**src/rtl/led_pwm_pkg.sv**
```systemverilog
// led_pwm_pkg: shared constants and the period/duty timing helper for led_pwm_fader.
package led_pwm_pkg;

  localparam logic c_filament_on_value  = 1'b1;
  localparam logic c_filament_off_value = 1'b0;

  typedef struct packed {
    int unsigned period_clks;  // clocks per PWM period
    int unsigned max_clks;     // on-clocks at full level
    int unsigned step_clks;    // on-clocks added per level step
  } t_pwm_timing;

  function automatic t_pwm_timing calc_timing(
    input int unsigned fclk,
    input int unsigned period_ms,
    input int unsigned max_pct,
    input int unsigned level_bits
  );
    t_pwm_timing t;
    t.period_clks = fclk / 32'd1000 * period_ms;
    t.max_clks    = t.period_clks / 32'd100 * max_pct;
    t.step_clks   = t.max_clks / ((32'd1 << level_bits) - 32'd1);
    return t;
  endfunction

endpackage

```
**src/rtl/led_pwm_fader_chan.sv**
```systemverilog
// led_pwm_fader_chan: one PWM channel - target/step/level/duty registers and the on-time comparator.
// Fading is built only when LED_PWM_FADER_FADE_EN is defined; otherwise the level jumps to the
// target at every period boundary and the step input is ignored.
module led_pwm_fader_chan
  import led_pwm_pkg::*;
#(
  parameter int unsigned parm_level_bits = 8,
  parameter int unsigned parm_cnt_bits   = 16,
  parameter int unsigned parm_step_clks  = 1
) (
  input  logic                       i_clk,
  input  logic                       i_arstn,
  input  logic                       i_boundary,
  input  logic                       i_load_en,
  input  logic [parm_level_bits-1:0] i_load_level,
  input  logic [parm_level_bits-1:0] i_load_step,
  input  logic [parm_cnt_bits-1:0]   i_cnt,
  output logic                       o_pwm,
  output logic                       o_fade_busy
);

  typedef logic [parm_level_bits-1:0] t_level;
  typedef logic [parm_cnt_bits-1:0]   t_duty;

  t_level target_q, target_d;
  t_level level_q, level_d;
  t_level step_eff;
  t_duty  duty_q, duty_d;
  logic   pwm_q, pwm_d;
  logic   busy_q, busy_d;

`ifdef LED_PWM_FADER_FADE_EN
  t_level step_q, step_d;

  // Fade step is captured together with the target on every accepted load.
  always_comb begin
    step_d = step_q;
    if (i_load_en) step_d = i_load_step;
  end

  // Step register.
  always_ff @(posedge i_clk or negedge i_arstn) begin
    if (!i_arstn) step_q <= '0;
    else          step_q <= step_d;
  end

  assign step_eff = step_q;
`else
  logic unused_step;
  assign unused_step = ^i_load_step;
  assign step_eff    = '0;
`endif

  // Target capture, boundary level move (clamped at the target), duty product and comparator.
  always_comb begin
    target_d = target_q;
    level_d  = level_q;
    if (i_load_en) target_d = i_load_level;
    if (i_boundary) begin
      if (step_eff == '0) begin
        level_d = target_q;
      end else if (target_q > level_q) begin
        level_d = ((target_q - level_q) > step_eff) ? level_q + step_eff : target_q;
      end else if (target_q < level_q) begin
        level_d = ((level_q - target_q) > step_eff) ? level_q - step_eff : target_q;
      end
    end
    duty_d = t_duty'(level_q * parm_step_clks);
    // The boundary (count 0) is always dark, so counts 1..duty give exactly duty on-cycles.
    pwm_d = c_filament_off_value;
    if (!i_boundary && (i_cnt <= duty_q)) pwm_d = c_filament_on_value;
    busy_d = (level_q != target_q);
  end

  // Channel state registers; reset forces the output dark immediately.
  always_ff @(posedge i_clk or negedge i_arstn) begin
    if (!i_arstn) begin
      target_q <= '0;
      level_q  <= '0;
      duty_q   <= '0;
      pwm_q    <= c_filament_off_value;
      busy_q   <= 1'b0;
    end else begin
      target_q <= target_d;
      level_q  <= level_d;
      duty_q   <= duty_d;
      pwm_q    <= pwm_d;
      busy_q   <= busy_d;
    end
  end

  assign o_pwm       = pwm_q;
  assign o_fade_busy = busy_q;

endmodule

```
**src/rtl/led_pwm_fader.sv**
```systemverilog
// led_pwm_fader: multi-channel LED PWM driver with a shared down-counting period counter,
// load decode/ready logic and one led_pwm_fader_chan per channel.
// Optional feature macro: LED_PWM_FADER_FADE_EN (per-channel linear fading toward the target).
module led_pwm_fader
  import led_pwm_pkg::*;
#(
  parameter int unsigned parm_chan_count              = 8,
  parameter int unsigned parm_level_bits              = 8,
  parameter int unsigned parm_FCLK                    = 40_000_000,
  parameter int unsigned parm_pwm_period_milliseconds = 10,
  parameter int unsigned parm_max_duty_pct            = 80,
  localparam int unsigned c_chan_bits = (parm_chan_count > 1) ? $clog2(parm_chan_count) : 1
) (
  input  logic                       i_clk,
  input  logic                       i_arstn,
  input  logic                       i_load_valid,
  output logic                       o_load_ready,
  input  logic [c_chan_bits-1:0]     i_load_chan,
  input  logic [parm_level_bits-1:0] i_load_level,
  input  logic [parm_level_bits-1:0] i_load_step,
  output logic [parm_chan_count-1:0] o_pwm,
  output logic [parm_chan_count-1:0] o_fade_busy,
  output logic                       o_period_strobe
);

  localparam t_pwm_timing c_timing = calc_timing(parm_FCLK, parm_pwm_period_milliseconds,
                                                 parm_max_duty_pct, parm_level_bits);
  localparam int unsigned c_period_clks = c_timing.period_clks;
  localparam int unsigned c_max_clks    = c_timing.max_clks;
  localparam int unsigned c_step_clks   = c_timing.step_clks;
  localparam int unsigned c_cnt_bits    = $clog2(c_period_clks);
  localparam logic [c_cnt_bits-1:0] c_cnt_reload = c_cnt_bits'(c_period_clks - 1);

  if (c_step_clks < 1 || c_max_clks >= c_period_clks) begin : g_timing_check
    $error("led_pwm_fader: level resolution too fine for the PWM period, or full duty reaches the boundary");
  end

  logic [c_cnt_bits-1:0] cnt_q, cnt_d;
  logic                  ready_q, ready_d;
  logic                  strobe_q, strobe_d;
  logic                  boundary;
  logic                  load_accept;

  assign boundary    = (cnt_q == '0);
  assign load_accept = i_load_valid && ready_q;

  // Period counter reload; ready is precomputed so it is low exactly in the boundary cycle.
  always_comb begin
    cnt_d = cnt_q - c_cnt_bits'(1);
    if (boundary) cnt_d = c_cnt_reload;
    ready_d  = (cnt_d != '0);
    strobe_d = boundary;
  end

  // Shared period counter, load-ready and period strobe registers.
  always_ff @(posedge i_clk or negedge i_arstn) begin
    if (!i_arstn) begin
      cnt_q    <= c_cnt_reload;
      ready_q  <= 1'b0;
      strobe_q <= 1'b0;
    end else begin
      cnt_q    <= cnt_d;
      ready_q  <= ready_d;
      strobe_q <= strobe_d;
    end
  end

  assign o_load_ready    = ready_q;
  assign o_period_strobe = strobe_q;

  // Indices with no matching channel match no decode term and are silently dropped.
  for (genvar gi = 0; gi < parm_chan_count; gi++) begin : g_chan
    logic load_en;
    assign load_en = load_accept && (i_load_chan == c_chan_bits'(gi));

    led_pwm_fader_chan #(
      .parm_level_bits (parm_level_bits),
      .parm_cnt_bits   (c_cnt_bits),
      .parm_step_clks  (c_step_clks)
    ) u_chan (
      .i_clk        (i_clk),
      .i_arstn      (i_arstn),
      .i_boundary   (boundary),
      .i_load_en    (load_en),
      .i_load_level (i_load_level),
      .i_load_step  (i_load_step),
      .i_cnt        (cnt_q),
      .o_pwm        (o_pwm[gi]),
      .o_fade_busy  (o_fade_busy[gi])
    );
  end

endmodule

```
**config.mk**
```make
export PLATFORM = sky130hd
export DESIGN_NAME = led_pwm_fader
export DESIGN_NICKNAME = d
export VERILOG_FILES = /design/src/rtl/led_pwm_pkg.sv /design/src/rtl/led_pwm_fader_chan.sv /design/src/rtl/led_pwm_fader.sv
export SDC_FILE = /design/constraint.sdc
export NUM_CORES = 1
export LEC_CHECK = 0
export BUFFER_PORTS_ARGS = -buffer_cell sky130_fd_sc_hd__buf_2
export CORE_AREA = 4 4 226 228
export DETAILED_ROUTE_END_ITERATION = 8
export DIE_AREA = 0 0 230 232
export PLACE_DENSITY = 0.79
export SYNTH_ARGS = -nofsm -noshare
export SYNTH_HDL_FRONTEND = slang
export SYNTH_SLANG_ARGS = --single-unit
```
**constraint.sdc**
```tcl
create_clock -name i_clk -period 5.57 [get_ports i_clk]
set_clock_uncertainty 0.15 [all_clocks]
set_input_delay 1.671 -clock i_clk [delete_from_list [all_inputs] [get_ports i_clk]]
set_output_delay 1.671 -clock i_clk [all_outputs]
set_load 0.005 [all_outputs]
```
* Yosys cells after proc, flatten, opt, wreduce, memory -nomap -nowiden
Cells that the tools add are included.
Widths: inputs -> output; s select.
** Operators by class
- Bitwise logic cells :: 0
- Eq/ne operators :: 15
- Add/subtract/negate cells :: 1
- Divide/modulo/power cells :: 0
- $lt $le $gt $ge :: 8
- Reductions and logical operators :: 21
- Mux-type cells :: 9
- $mul :: 8
- Shift operators :: 0
** Operators with widths (count)
- $le 19x19->1 :: 8
- $mul 8x10->18 const B :: 8
- $ne 8x8->1 :: 8
- $logic_not 19->1 :: 1
- $mux 19 :: 1
- $reduce_bool 19->1 :: 1
- $sub 19x1->19 const B :: 1
- $logic_and 1x1->1 :: 17
- $eq 3x3->1 const B :: 4
- $mux 1 :: 8
- $eq 3x2->1 const B :: 2
- $eq 3x1->1 const B :: 1
- $logic_not 3->1 :: 1
- $logic_not 1->1 :: 1
** Word-level totals
- Latch bits :: 0
- Register bits :: 309
- Word-level logic and storage cells :: 105
- Memories kept :: 0
- Bits in writable memories :: 0
- Bits of input ports :: 22
- Bits in read-only memories :: 0

* Longest topological paths before layout
Gate-level depths: netlist of the first run.
- Depth after elaboration :: 4
- Depth in mapped cells :: 15
- Depth with buffers taken out :: 15

* Hierarchy
A second synthesis of the first run with hierarchy kept.
** Second synthesis, totals
- Cells, all modules :: 2483
- Area, all modules :: 25829.8 um2
** By module, submodules not included
- led_pwm_fader_chan at g_chan[0].u_chan ... :: seq. area each 900.9 um2, area an instance 3094.2 um2, times used 4, cells an instance 298
- led_pwm_fader_chan at g_chan[4].u_chan :: seq. area each 900.9 um2, area an instance 3103.0 um2, times used 1, cells an instance 298
- led_pwm_fader_chan at g_chan[6].u_chan :: seq. area each 900.9 um2, area an instance 3054.2 um2, times used 1, cells an instance 288
- led_pwm_fader_chan at g_chan[7].u_chan :: seq. area each 900.9 um2, area an instance 3050.4 um2, times used 1, cells an instance 282
- led_pwm_fader_chan at g_chan[5].u_chan :: seq. area each 900.9 um2, area an instance 3039.2 um2, times used 1, cells an instance 293
- led_pwm_fader :: seq. area each 540.5 um2, area an instance 1206.2 um2, times used 1, cells an instance 130

* Least setup slack after synthesis of the first run
OpenSTA, ideal clock, no wires.
- Kind :: register to register
- Start point :: register g_chan[0].u_chan.level_q[3]
- End point :: register g_chan[0].u_chan.duty_q[18]
- Arrival time :: 4.004 ns
- Setup time :: 0.120 ns
- Period minus slack after synthesis :: 4.274 ns
- Cell stages (with the launch flop) :: 16
- Slack :: 1.296 ns
- Cells stage by stage :: dfrtp_1 ha_1 inv_1 fa_1 inv_1 fa_1 inv_1 fa_1 inv_1 ha_1 a21o_1 a31o_2 a211o_1 a21oi_1 o21ai_0 a31o_2
** Between the ends
- Longest elaborated chain between the ends :: 1
** RTL lines
- from (decl) :: RTL line led_pwm_fader_chan.sv:26 : t_level level_q, level_d;
- from (signal assigned) :: RTL line led_pwm_fader_chan.sv:85 : level_q <= level_d;
- $mul 8x10->18 :: RTL line led_pwm_fader_chan.sv:68 : duty_d = t_duty'(level_q * parm_step_clks);
- net g_chan[0].u_chan.duty_d[18] :: RTL line led_pwm_fader_chan.sv:28 : t_duty duty_q, duty_d;
- to (signal assigned) :: RTL line led_pwm_fader_chan.sv:86 : duty_q <= duty_d;
- to (decl) :: RTL line led_pwm_fader_chan.sv:28
The timed path passes the listed nets, and every way through them passes these cells.
A chain may end at the register's enable or synchronous reset.

* Worst setup path in the final report of the first run
- Start point :: register g_chan[4].u_chan.level_q[6]
- End point :: register g_chan[4].u_chan.duty_q[18]
** Between the ends
- Longest elaborated chain between the ends :: 1
** RTL lines (RTL line)
- from (decl) :: led_pwm_fader_chan.sv:26
- from (signal assigned) :: led_pwm_fader_chan.sv:85
- $mul 8x10->18 :: led_pwm_fader_chan.sv:68
- net g_chan[4].u_chan.duty_d[18] :: led_pwm_fader_chan.sv:28
- to (signal assigned) :: led_pwm_fader_chan.sv:86
- to (decl) :: led_pwm_fader_chan.sv:28
The timed path passes the listed nets, and every way through them passes these cells.

==> results.sh, run 1 <==
export IMPL_status="completed"
export IMPL_antenna_found_initial=1
export IMPL_hpwl_um=41900
export IMPL_multi_input_area_mm2=0.0157
export IMPL_grt_first_pass_wirelength_um=95900
export IMPL_clock_sinks=309
export IMPL_fin_nets=3172
export IMPL_yosysUniqueCellTypes=60
export IMPL_async_reset_ff_share_pct=100
export IMPL_die_area_mm2=0.0534
export IMPL_post_route_period_util_pct=83.9
export IMPL_num_vias=17900
export IMPL_start_util_pct=51.8
export IMPL_setup_viol=0
export IMPL_cts_clk_slew_worst_paths_ns=0.07
export IMPL_yosysSeqAreaShare_pct=30.6
export IMPL_vias_per_cell=5.57
export IMPL_synthCells=2490
export IMPL_drive_gt1_share_pct=7.92
export IMPL_num_rows=81
export IMPL_wirelength_um=57500
export IMPL_ys_seq_elements=309
export IMPL_critPathArrivalTime_ns=4.91
export IMPL_fmax_ghz=0.214
export IMPL_cts_hold_buffers_added=0
export IMPL_grt_pass1_vias=19200
export IMPL_swShare_pct=23.1
export IMPL_cts_resized=0
export IMPL_fill_cells=4001
export IMPL_insertion_delay_ns=0.56
export IMPL_hold_path_class="reg -> reg"
export IMPL_yosysWarningCount=0
export IMPL_synthesis_nets=3137
export IMPL_coreArea_mm2=0.0488
export IMPL_tritoncts="built"
export IMPL_stdcell_count=3215
export IMPL_combPwrFrac_pct=5.3
export IMPL_port_buffer_count=31
export IMPL_grt_setup_unrepaired="false"
export IMPL_dr_first_iter_drc_count=1169
export IMPL_hold_ws_ns=0.363
export IMPL_critPathMaxFanout=6
export IMPL_seqPwrFrac_pct=47.0
export IMPL_worst_slew_pin_slew_ns=1.09
export IMPL_clockBufferDepth=3
export IMPL_maxCapViolations=0
export IMPL_critPathLaunchType="flip-flop"
export IMPL_root_buffer="clkbuf_16"
export IMPL_detailedPlace_worstSlack_ns=0.953
export IMPL_synth_area_leaders="dfrtp_1, ha_1, fa_1, inv_1, xor2_1"
export IMPL_internal_power_mw=4.01
export IMPL_synth_top_cells_by_count="ha_1, inv_1, dfrtp_1, nand2_1, fa_1"
export IMPL_synth_area_mm2=0.0253
export IMPL_ios=40
export IMPL_post_route_drc_count=0
export IMPL_fin_ws_ns=0.899
export IMPL_synth_top_area_cell="dfrtp_1"
export IMPL_grt_usage_pct=22.2
export IMPL_yosysMostFrequentCell="ha_1"
export IMPL_grt_remaining_overflow=0
export IMPL_p_per_area_mw_per_mm2=190
export IMPL_ant_nets=0
export IMPL_htree_levels=2
export IMPL_ir_worst_vdd_uv=189
export IMPL_grt_max_degree=134
export IMPL_post_place_cells=3151
export IMPL_p_leak_nw=15.2
export IMPL_synth_top_area_share_pct=29.4
export IMPL_place_gp_congestion=0.874
export IMPL_die_w_um=230
export IMPL_drv_slew=0
export IMPL_avgSynthCellArea_um2=10.2
export IMPL_syn2layout_area_growth_pct=8.24
export IMPL_period_needed_ns=4.67
export IMPL_synth_edf_count=0
export IMPL_cts_made_buffers=36
export IMPL_regArea_mm2=0.00775
export IMPL_cts_post_setup_buffers_inserted=0
export IMPL_cp_data_required_time_ns=5.81
export IMPL_detail_route_wl_per_cell_um=17.9
export IMPL_worst_setup_path_end_kind="flip-flop"
export IMPL_synthFlopType="dfrtp_1"
export IMPL_critPathKind="reg -> reg"
export IMPL_tns_ns=0
export IMPL_p_switching_mw=1.21
export IMPL_power_frac_clock_pct=47.7
export IMPL_fp_dieH_um=232
export IMPL_drt_pass1_iter_count=5
export IMPL_slew_headroom_pct=27.1
export IMPL_finalHoldViolCount=0
[stage by stage]
stage / instance area, µm² / total power, mW / util, %
2_1_floorplan: 25300 / 2.64 / -
3_3_place_gp: 26200 / 2.75 / 53.5
3_5_place_dp: 26200 / 2.77 / 53.5
4_1_cts: 27400 / 5.27 / 56.1
5_1_grt: 27400 / 5.40 / 56.1
6_report: 27400 / 5.22 / 56.1
[flip-flops by register name, summed over array words and instances, names as in the netlist]
signal	count
g_chan.u_chan.duty_q	144
g_chan.u_chan.level_q	64
g_chan.u_chan.target_q	64
cnt_q	19
g_chan.u_chan.o_fade_busy	8
g_chan.u_chan.o_pwm	8
o_load_ready	1
o_period_strobe	1
[worst paths after layout]
path / start / to / slack, ns / depth (start not counted)
max in group asynchronous: i_arstn / g_chan[1].u_chan.target_q[1] / 3.20 / 2
min in group asynchronous: i_arstn / g_chan[6].u_chan.target_q[4] / 1.03 / 1
worst min register to register: g_chan[5].u_chan.target_q[6] / g_chan[5].u_chan.level_q[6] / 0.36 / 2
worst min-delay path: g_chan[5].u_chan.target_q[6] / g_chan[5].u_chan.level_q[6] / 0.36 / 2
worst max register to register: g_chan[4].u_chan.level_q[6] / g_chan[4].u_chan.duty_q[18] / 0.90 / 15
worst max-delay path: g_chan[4].u_chan.level_q[6] / g_chan[4].u_chan.duty_q[18] / 0.90 / 15
[placed cells by master, fill, tap and decap left out, drive strengths merged, types with 10 or more instances in the layout]
| master | count |
|---|---|
| and3 | 11 |
| ha | 489 |
| nor2 | 68 |
| fa | 136 |
| mux2 | 65 |
| xor2 | 95 |
| a31oi | 23 |
| a21o | 76 |
| clkbuf | 44 |
| dfstp | 12 |
| a211oi | 14 |
| xnor2 | 68 |
| nand2b | 15 |
| nand3 | 29 |
| nand4 | 32 |
| nor3 | 25 |
| o21ai | 82 |
| nand2 | 183 |
| clkinv | 10 |
| buf | 37 |
| nor4 | 23 |
| nor2b | 19 |
| or2 | 23 |
| dfrtp | 297 |
| inv | 440 |
| a21oi | 119 |
[metal layers]
layer  up-vias  wire length (µm)  track usage [%]
met5         -                 0                0
met4         0              2340             9.02
met3       146              3190             3.93
met2       451             28400             38.8
met1      8858             23600             27.3
li1       8437                 -                -
[cells by family (layout without fill, tap and decap cells)]
| kind of cell | count (synthesis) | count (layout) | share of synthesized area (%) |
|---|---|---|---|
| fa+ha+maj | 625 | 625 | 34.9 |
| buf+inv | 481 | 541 | 7.43 |
| simple gates | 457 | 457 | 8.78 |
| compound gates | 383 | 383 | 9.43 |
| flops | 309 | 309 | 30.6 |
| xor+xnor | 163 | 163 | 5.64 |
| mux | 72 | 72 | 3.17 |
| other cells | 0 | 1 | 0 |
[final cells by class]
cell class / instances / area share (%)
multi-input combinational: 1700 / 57.3
sequential: 309 / 28.3
inverter: 441 / 6.04
clock buffer: 44 / 3.55
tap: 664 / 3.03
clock inverter: 19 / 0.973
timing repair buffer: 37 / 0.859
antenna: 1 / 0.00913
[worst max-delay path, cell delays in order, from the launching register on]
cell and delay (ns):
dfrtp_1 0.49, inv_1 0.09, ha_1 0.36, fa_1 0.52, inv_1 0.06, fa_1 0.51
inv_1 0.06, fa_1 0.50, inv_1 0.05, ha_1 0.36, nand3_1 0.11, o211ai_1 0.15
a211oi_1 0.39, o21ai_0 0.17, a221oi_1 0.40, o21ai_0 0.16
[power groups by stage]
stage               clock (mW)  combinational, mW  sequential (mW)
floorplan                    0              0.174             2.46
global placement             0              0.270             2.48
detailed placement           0              0.281             2.49
CTS                       2.54              0.283             2.45
global route              2.63              0.309             2.46
finish                    2.49              0.278             2.45
Note: power is estimated with default switching activity, not from simulation.
==> run 2, diff against run 1 <==
--- a/config.mk
+++ b/config.mk
@@ -5,11 +5,12 @@
 export SDC_FILE = /design/constraint.sdc
 export NUM_CORES = 1
 export LEC_CHECK = 0
+export ABC_AREA = 1
 export BUFFER_PORTS_ARGS = -buffer_cell sky130_fd_sc_hd__buf_2
-export CORE_AREA = 4 4 226 228
+export CORE_AREA = 4 4 230 232
 export DETAILED_ROUTE_END_ITERATION = 8
-export DIE_AREA = 0 0 230 232
-export PLACE_DENSITY = 0.79
+export DIE_AREA = 0 0 234 236
+export PLACE_DENSITY = 0.82
 export SYNTH_ARGS = -nofsm -noshare
 export SYNTH_HDL_FRONTEND = slang
 export SYNTH_SLANG_ARGS = --single-unit
==> constraint.sdc (replaced) <==
create_clock -name i_clk -period 4.04 [get_ports i_clk]
set_clock_uncertainty 0.15 [all_clocks]
set_input_delay 1.212 -clock i_clk [delete_from_list [all_inputs] [get_ports i_clk]]
set_output_delay 1.212 -clock i_clk [all_outputs]
set_load 0.005 [all_outputs]
==> run 2 against run 1 <==
Sequential power grew 36%. First-iteration DRC count down 7.7%. Worst hold slack got worse by 0.0052 ns. Global-route usage is 0.62 points lower. Flip-flop and latch count unchanged. Clock power is 36% higher. Via count grew 9.4%. Total power is 37% higher. Cell count rose by 17%. Largest power group unchanged.
==> results.sh, run 2 <==
export IMPL_num_vias=19600
export IMPL_p_switching_mw=1.64
export IMPL_fin_nets=3712
export IMPL_cts_hold_buffers_added=0
export IMPL_cts_clk_slew_worst_paths_ns=0.06
export IMPL_drv_slew=0
export IMPL_largest_reg_flops=144
export IMPL_ios=40
export IMPL_fp_dieH_um=236
export IMPL_synth_xor_area_share_pct=4.13
export IMPL_synth_top_area_share_pct=28.5
export IMPL_multi_input_area_mm2=0.0160
export IMPL_utilization_pct=56.4
export IMPL_design_area_mm2=0.0288
export IMPL_ir_worst_vdd_uv=357
export IMPL_port_buffer_count=31
export IMPL_cp_data_required_time_ns=4.29
export IMPL_finalHoldViolCount=0
export IMPL_slew_headroom_pct=46.2
export IMPL_ant_nets=0
export IMPL_post_route_drc_count=0
export IMPL_grt_remaining_overflow=0
export IMPL_detail_route_wl_per_cell_um=15.7
export IMPL_largest_registers="g_chan.u_chan.duty_q (144), g_chan.u_chan.level_q (64), g_chan.u_chan.target_q (64)"
export IMPL_grt_pass1_vias=19900
export IMPL_rr_endpoint="g_chan[3].u_chan.duty_q[18]"
export IMPL_fin_ws_ns=0.126
export IMPL_wirelength_um=59100
export IMPL_clockBufferDepth=3
export IMPL_synth_edf_count=0
export IMPL_yosysSeqAreaShare_pct=29.7
export IMPL_p_per_area_mw_per_mm2=248
export IMPL_clock_sinks=309
export IMPL_swShare_pct=23.0
export IMPL_vias_per_cell=5.19
export IMPL_fmax_ghz=0.255
export IMPL_syn2layout_area_growth_pct=10.3
export IMPL_power_total_mw=7.14
export IMPL_dr_first_iter_drc_count=1079
export IMPL_combPwrFrac_pct=5.7
export IMPL_start_util_pct=51.2
export IMPL_worst_setup_path_end_kind="flip-flop"
export IMPL_die_w_um=234
export IMPL_num_rows=83
export IMPL_tritoncts="built"
export IMPL_hpwl_um=43400
export IMPL_synth_mux_area_share_pct=0
export IMPL_r2r_cells=17
export IMPL_r2r_start="g_chan[3].u_chan.level_q[6]"
export IMPL_yosysMostFrequentCell="nand2_1"
export IMPL_antenna_cells=0
export IMPL_avgSynthCellArea_um2=8.79
export IMPL_synth_compound_area_share_pct=7.85
export IMPL_antenna_found_initial=4
export IMPL_seqPwrFrac_pct=46.7
export IMPL_worstSetupEndpoint="g_chan[3].u_chan.duty_q[18]"
export IMPL_internal_power_mw=5.50
export IMPL_ys_seq_elements=309
export IMPL_critPathMaxFanout=5
export IMPL_yosysWarningCount=0
export IMPL_yosysUniqueCellTypes=47
export IMPL_worst_slew_pin_slew_ns=0.806
export IMPL_synth_area_mm2=0.0261
export IMPL_synth_simple_area_share_pct=14.9
export IMPL_place_gp_congestion=0.869
export IMPL_crit_start="g_chan[3].u_chan.level_q[6]"
export IMPL_power_frac_clock_pct=47.5
export IMPL_htree_levels=2
export IMPL_async_reset_ff_share_pct=100
export IMPL_critPathLaunchType="flip-flop"
export IMPL_synth_top_area_cell="dfrtp_1"
export IMPL_drt_pass1_iter_count=6
export IMPL_insertion_delay_ns=0.53
export IMPL_layout_commonest_cell="nand2_1"
export IMPL_fill_cells=4172
export IMPL_synth_top_cells_by_count="nand2_1, inv_1, ha_1, dfrtp_1, nor2_1"
export IMPL_synthFlopType="dfrtp_1"
export IMPL_synthesis_nets=3615
export IMPL_drive_gt1_share_pct=8.55
export IMPL_critPathKind="reg -> reg"
export IMPL_hold_path_class="reg -> reg"
export IMPL_root_buffer="clkbuf_16"
export IMPL_synthCells=2968
export IMPL_reg2reg_slack_ns=0.13
export IMPL_final_cell_mix="nand2_1, inv_1, ha_1, dfrtp_1, nor2_1"
export IMPL_synth_top_family_by_area="adder cells"
export IMPL_synth_area_leaders="dfrtp_1, ha_1, fa_1, nand2_1, inv_1"
export IMPL_setup_viol=0
export IMPL_maxCapViolations=0
export IMPL_p_leak_nw=16.4
export IMPL_regMostFlops="g_chan.u_chan.duty_q"
export IMPL_grt_usage_pct=21.6
export IMPL_status="completed"
export IMPL_placed_area_mm2=0.0273
export IMPL_grt_max_degree=89
export IMPL_detailedPlace_worstSlack_ns=0.0691
export IMPL_cts_made_buffers=35
export IMPL_post_route_period_util_pct=96.9
export IMPL_grt_setup_unrepaired="true"
export IMPL_regArea_mm2=0.00776
export IMPL_coreArea_mm2=0.0510
export IMPL_grt_first_pass_wirelength_um=95900
export IMPL_hold_ws_ns=0.358
export IMPL_die_area_mm2=0.0552
export IMPL_synthAdderAreaFrac_pct=33.9
export IMPL_critPathArrivalTime_ns=4.17
export IMPL_period_needed_ns=3.91
[run 2: changes by cell type in the layout (fill, tap and decap cells not counted), sizes merged, moves of 17 or more]
cell,before,now
mux2,65,0
a21oi,119,137
o21ai,82,161
buf,37,99
nand3,29,107
inv,440,581
xnor2,68,51
nor2,68,149
xor2,95,72
a21o,76,14
nor4,23,2
nand2,183,594
nor2b,19,0
[run 2: logic make-up after synthesis]
logic type	after synthesis
compound gates	358
xor+xnor	123
simple gates	932
flops	309
buf+inv	621
fa+ha+maj	625
[run 2: cell type report]
class                      instances  share of cell area, %
clock buffer                      45                   3.46
clock inverter                    15                  0.800
inverter                         582                   7.59
multi-input combinational       2038                   55.7
sequential                       309                   27.0
tap                              680                   2.96
timing repair buffer              99                   2.48
[run 2: power groups by stage]
stage / logic (mW) / registers, mW / clock network [mW]
after global placement: 0.397 / 3.38 / 0
after global routing: 0.468 / 3.35 / 3.58
after detailed placement: 0.412 / 3.39 / 0
after CTS: 0.417 / 3.33 / 3.45
after floorplan: 0.263 / 3.36 / 0
final: 0.410 / 3.34 / 3.39
[run 2: metal layers]
layer / wire length, µm / up-vias / part of all wire, % / track usage, %
met5: 0 / - / 0 / 0
met4: 3350 / 0 / 5.7 / 10.6
met2: 28600 / 471 / 48 / 37.1
li1: - / 9699 / - / -
met3: 2860 / 178 / 4.8 / 2.98
met1: 24300 / 9221 / 41 / 26.6
[run 2: worst min path at each step]
stage	startpoint	slack, ns	endpoint	cells after the start
CTS	cnt_q[0]	0.36	cnt_q[0]	1
global placement	cnt_q[0]	0.34	cnt_q[0]	1
detailed placement	cnt_q[0]	0.34	cnt_q[0]	1
finish	g_chan[3].u_chan.target_q[1]	0.36	g_chan[3].u_chan.target_q[1]	2
floorplan	cnt_q[0]	0.31	cnt_q[0]	1
global route	cnt_q[0]	0.37	cnt_q[0]	1
[run 2: critical path: stages, from the launching register on]
cell and delay [ns]:
dfrtp_1 0.40, inv_1 0.13, ha_4 0.23, fa_1 0.54
inv_1 0.06, fa_1 0.51, inv_1 0.06, fa_1 0.52
inv_1 0.04, ha_1 0.35, nand2_1 0.11, inv_1 0.04
a21boi_1 0.20, o21ai_1 0.12, nand3_1 0.12, nand2_1 0.09
nand2_1 0.07, nand2_1 0.05
[run 2: per-stage QoR]
step	cells	setup TNS, ns
floorplan	2968	0
global placement	3701	0
detailed placement	3701	0
CTS	3761	0
global route	3768	-0.243
finish	3768	0
[run 2: timing repair]
action,in CTS,in global routing
hold endpoints to repair,0,0
setup buffers,0,7
endpoints found under the setup margin,1,40
gates resized for setup,2,47
pin swaps,0,1
==> run 3, diff against run 2 <==
--- a/config.mk
+++ b/config.mk
@@ -10,7 +10,7 @@
 export CORE_AREA = 4 4 230 232
 export DETAILED_ROUTE_END_ITERATION = 8
 export DIE_AREA = 0 0 234 236
-export PLACE_DENSITY = 0.82
+export PLACE_DENSITY = 0.7
 export SYNTH_ARGS = -nofsm -noshare
 export SYNTH_HDL_FRONTEND = slang
 export SYNTH_SLANG_ARGS = --single-unit
==> constraint.sdc (replaced) <==
create_clock -name i_clk -period 4.04 [get_ports i_clk]
set_clock_uncertainty 0.15 [all_clocks]
set_input_delay 1.212 -clock i_clk [delete_from_list [all_inputs] [get_ports i_clk]]
set_output_delay 1.212 -clock i_clk [all_outputs]
set_load 0.1 [all_outputs]
==> run 3 against run 2 <==
Wire length is 1.8% higher. Total power down 1.8%. Maximum frequency up 1.7%. Via count rose by 0.14%. Flip-flop and latch count unchanged. Clock-buffer cell count up 4. Global-route usage is 0.70 points higher. Clock power is 6.2% lower. Non-clock buffer count increased by 4. Combinational power rose by 19%. Critical path depth stayed put. Highest routed layer unchanged.
==> results.sh, run 3 (same netlist as run 2, synthesis figures left out) <==
export IMPL_status="completed"
export IMPL_fmax_ghz=0.260
export IMPL_p_per_area_mw_per_mm2=243
export IMPL_drt_pass1_iter_count=5
export IMPL_start_util_pct=51.2
export IMPL_ir_worst_vdd_uv=346
export IMPL_fp_dieH_um=236
export IMPL_finalHoldViolCount=0
export IMPL_hpwl_um=44800
export IMPL_critPathKind="reg -> reg"
export IMPL_dr_first_iter_drc_count=924
export IMPL_worst_setup_path_end_kind="flip-flop"
export IMPL_whs_path_depth=2
export IMPL_r2r_cells=17
export IMPL_wirelength_um=60200
export IMPL_grt_pass1_vias=20000
export IMPL_power_frac_clock_pct=45.4
export IMPL_tritoncts="built"
export IMPL_cp_data_required_time_ns=4.30
export IMPL_cts_hold_buffers_added=0
export IMPL_critPathLaunchType="flip-flop"
export IMPL_grt_max_degree=81
export IMPL_layout_commonest_cell="nand2_1"
export IMPL_die_area_mm2=0.0552
export IMPL_hold_path_endpoint="g_chan[0].u_chan.level_q[3]"
export IMPL_htree_levels=2
export IMPL_clockBufferDepth=3
export IMPL_die_w_um=234
export IMPL_largest_reg_flops=144
export IMPL_cp_num_buf_inv=4
export IMPL_num_vias=19600
export IMPL_hp_start="g_chan[0].u_chan.target_q[3]"
export IMPL_hold_path_class="reg -> reg"
export IMPL_p_switching_mw=1.72
export IMPL_post_route_drc_count=0
export IMPL_cts_made_buffers=36
export IMPL_root_buffer="clkbuf_16"
export IMPL_port_buffer_count=31
export IMPL_vias_per_cell=5.19
export IMPL_num_rows=83
export IMPL_detail_route_wl_per_cell_um=15.9
export IMPL_cp_top_family="adder cells"
export IMPL_setup_viol=0
export IMPL_p_leak_nw=16.4
export IMPL_combPwrFrac_pct=6.9
export IMPL_insertion_delay_ns=0.54
export IMPL_worstPathCellList="ha_1 > inv_1 > fa_1 > inv_1 > fa_1 > inv_1 > fa_1 > inv_1 > ha_1 > nand2_1 > nand2_1 > nand2_1 > nand2_1 > a21oi_2 > o21bai_2 > nand4_1 > nand3_1"
export IMPL_power_total_mw=7.00
export IMPL_period_needed_ns=3.85
export IMPL_syn2layout_area_growth_pct=10.4
export IMPL_grt_usage_pct=22.3
export IMPL_rr_endpoint="g_chan[4].u_chan.duty_q[18]"
export IMPL_seqPwrFrac_pct=47.7
export IMPL_critPathMaxFanout=5
export IMPL_final_cell_mix="nand2_1, inv_1, ha_1, dfrtp_1, nor2_1"
export IMPL_critPathArrivalTime_ns=4.10
export IMPL_place_gp_congestion=0.881
export IMPL_swShare_pct=24.6
export IMPL_grt_remaining_overflow=0
export IMPL_ant_nets=0
export IMPL_slew_headroom_pct=47.6
export IMPL_clock_sinks=309
export IMPL_cts_clk_slew_worst_paths_ns=0.06
export IMPL_drive_gt1_share_pct=8.76
export IMPL_drv_slew=0
export IMPL_internal_power_mw=5.28
export IMPL_grt_first_pass_wirelength_um=98600
export IMPL_fin_nets=3717
export IMPL_regMostFlops="g_chan.u_chan.duty_q"
export IMPL_largest_registers="g_chan.u_chan.duty_q (144), g_chan.u_chan.level_q (64), g_chan.u_chan.target_q (64)"
export IMPL_r2r_start="g_chan[4].u_chan.level_q[3]"
export IMPL_ios=40
export IMPL_post_route_period_util_pct=95.2
export IMPL_coreArea_mm2=0.0510
export IMPL_maxCapViolations=0
export IMPL_worst_slew_pin_slew_ns=0.780
export IMPL_crit_slowest_cell="fa_1"
export IMPL_reg2reg_slack_ns=0.19
export IMPL_tns_ns=0
export IMPL_antenna_found_initial=2
export IMPL_slowest_delay_ns=0.55
-- run 3: changes by cell type in the layout (fill, tap and decap cells not counted), sizes merged --
cell,delta
clkinvlp,+2
diode,+2
buf,+4
clkinv,+1
bufinv,-4
clkbuf,+4
-- run 3: worst max path at each step --
stage | to | cells past startpoint | from
after floorplan | g_chan[0].u_chan.duty_q[18] | 17 | g_chan[0].u_chan.level_q[3]
after global placement | g_chan[3].u_chan.duty_q[15] | 14 | g_chan[3].u_chan.level_q[2]
after detailed placement | g_chan[4].u_chan.duty_q[18] | 15 | g_chan[4].u_chan.level_q[3]
after CTS | g_chan[4].u_chan.duty_q[18] | 15 | g_chan[4].u_chan.level_q[3]
after global routing | g_chan[4].u_chan.duty_q[18] | 17 | g_chan[4].u_chan.level_q[3]
final | g_chan[4].u_chan.duty_q[18] | 17 | g_chan[4].u_chan.level_q[3]
-- run 3: layout make-up --
class / count / area, µm²
Fill cell: 4405 / 22200
Multi-Input combinational cell: 2038 / 16100
Sequential cell: 309 / 7760
Inverter: 582 / 2180
Clock buffer: 49 / 1020
Tap cell: 680 / 851
Timing Repair Buffer: 103 / 781
Clock inverter: 14 / 134
Antenna cell: 2 / 5.00
-- run 3: worst min-delay path, cell delays in order (launching register included) --
cell	delay, ns
dfrtp_1	0.38
nand2_1	0.06
nand2_1	0.05
-- run 3: repair_timing --
| item | 4_1_cts | 5_1_grt |
|---|---|---|
| resized for setup | 0 | 46 |
| setup buffers | 0 | 2 |
| endpoints found under the setup margin | 0 | 37 |
-- run 3: power groups by stage --
stage               clock network (mW)  registers, mW  logic, mW
floorplan                            0           3.36      0.332
global placement                     0           3.38      0.472
CTS                               3.26           3.34      0.493
finish                            3.18           3.34      0.486
detailed placement                   0           3.39      0.488
global route                      3.39           3.35      0.550
-- run 3: through the flow --
| stage | setup slack [ns] | instances | area [µm²] | util, % | hold WS, ns |
|---|---|---|---|---|---|
| 2_1_floorplan | 0.219 | 2968 | 26100 | - | 0.307 |
| 6_report | 0.193 | 3777 | 28800 | 56.5 | 0.364 |
| 5_1_grt | -0.0203 | 3775 | 28800 | 56.5 | 0.388 |
| 4_1_cts | 0.0226 | 3773 | 28600 | 56.0 | 0.363 |
| 3_3_place_gp | 0.129 | 3710 | 27400 | 53.8 | 0.342 |
| 3_5_place_dp | 0.0502 | 3710 | 27400 | 53.8 | 0.349 |
-- run 3: metal layers --
| layer | part of all wire (%) | global-route usage [%] |
|---|---|---|
| met4 | 4.2 | 8.37 |
| met1 | 43 | 28.6 |
| met3 | 4.8 | 3.82 |
| met5 | 0 | 0 |
| met2 | 48 | 37.7 |
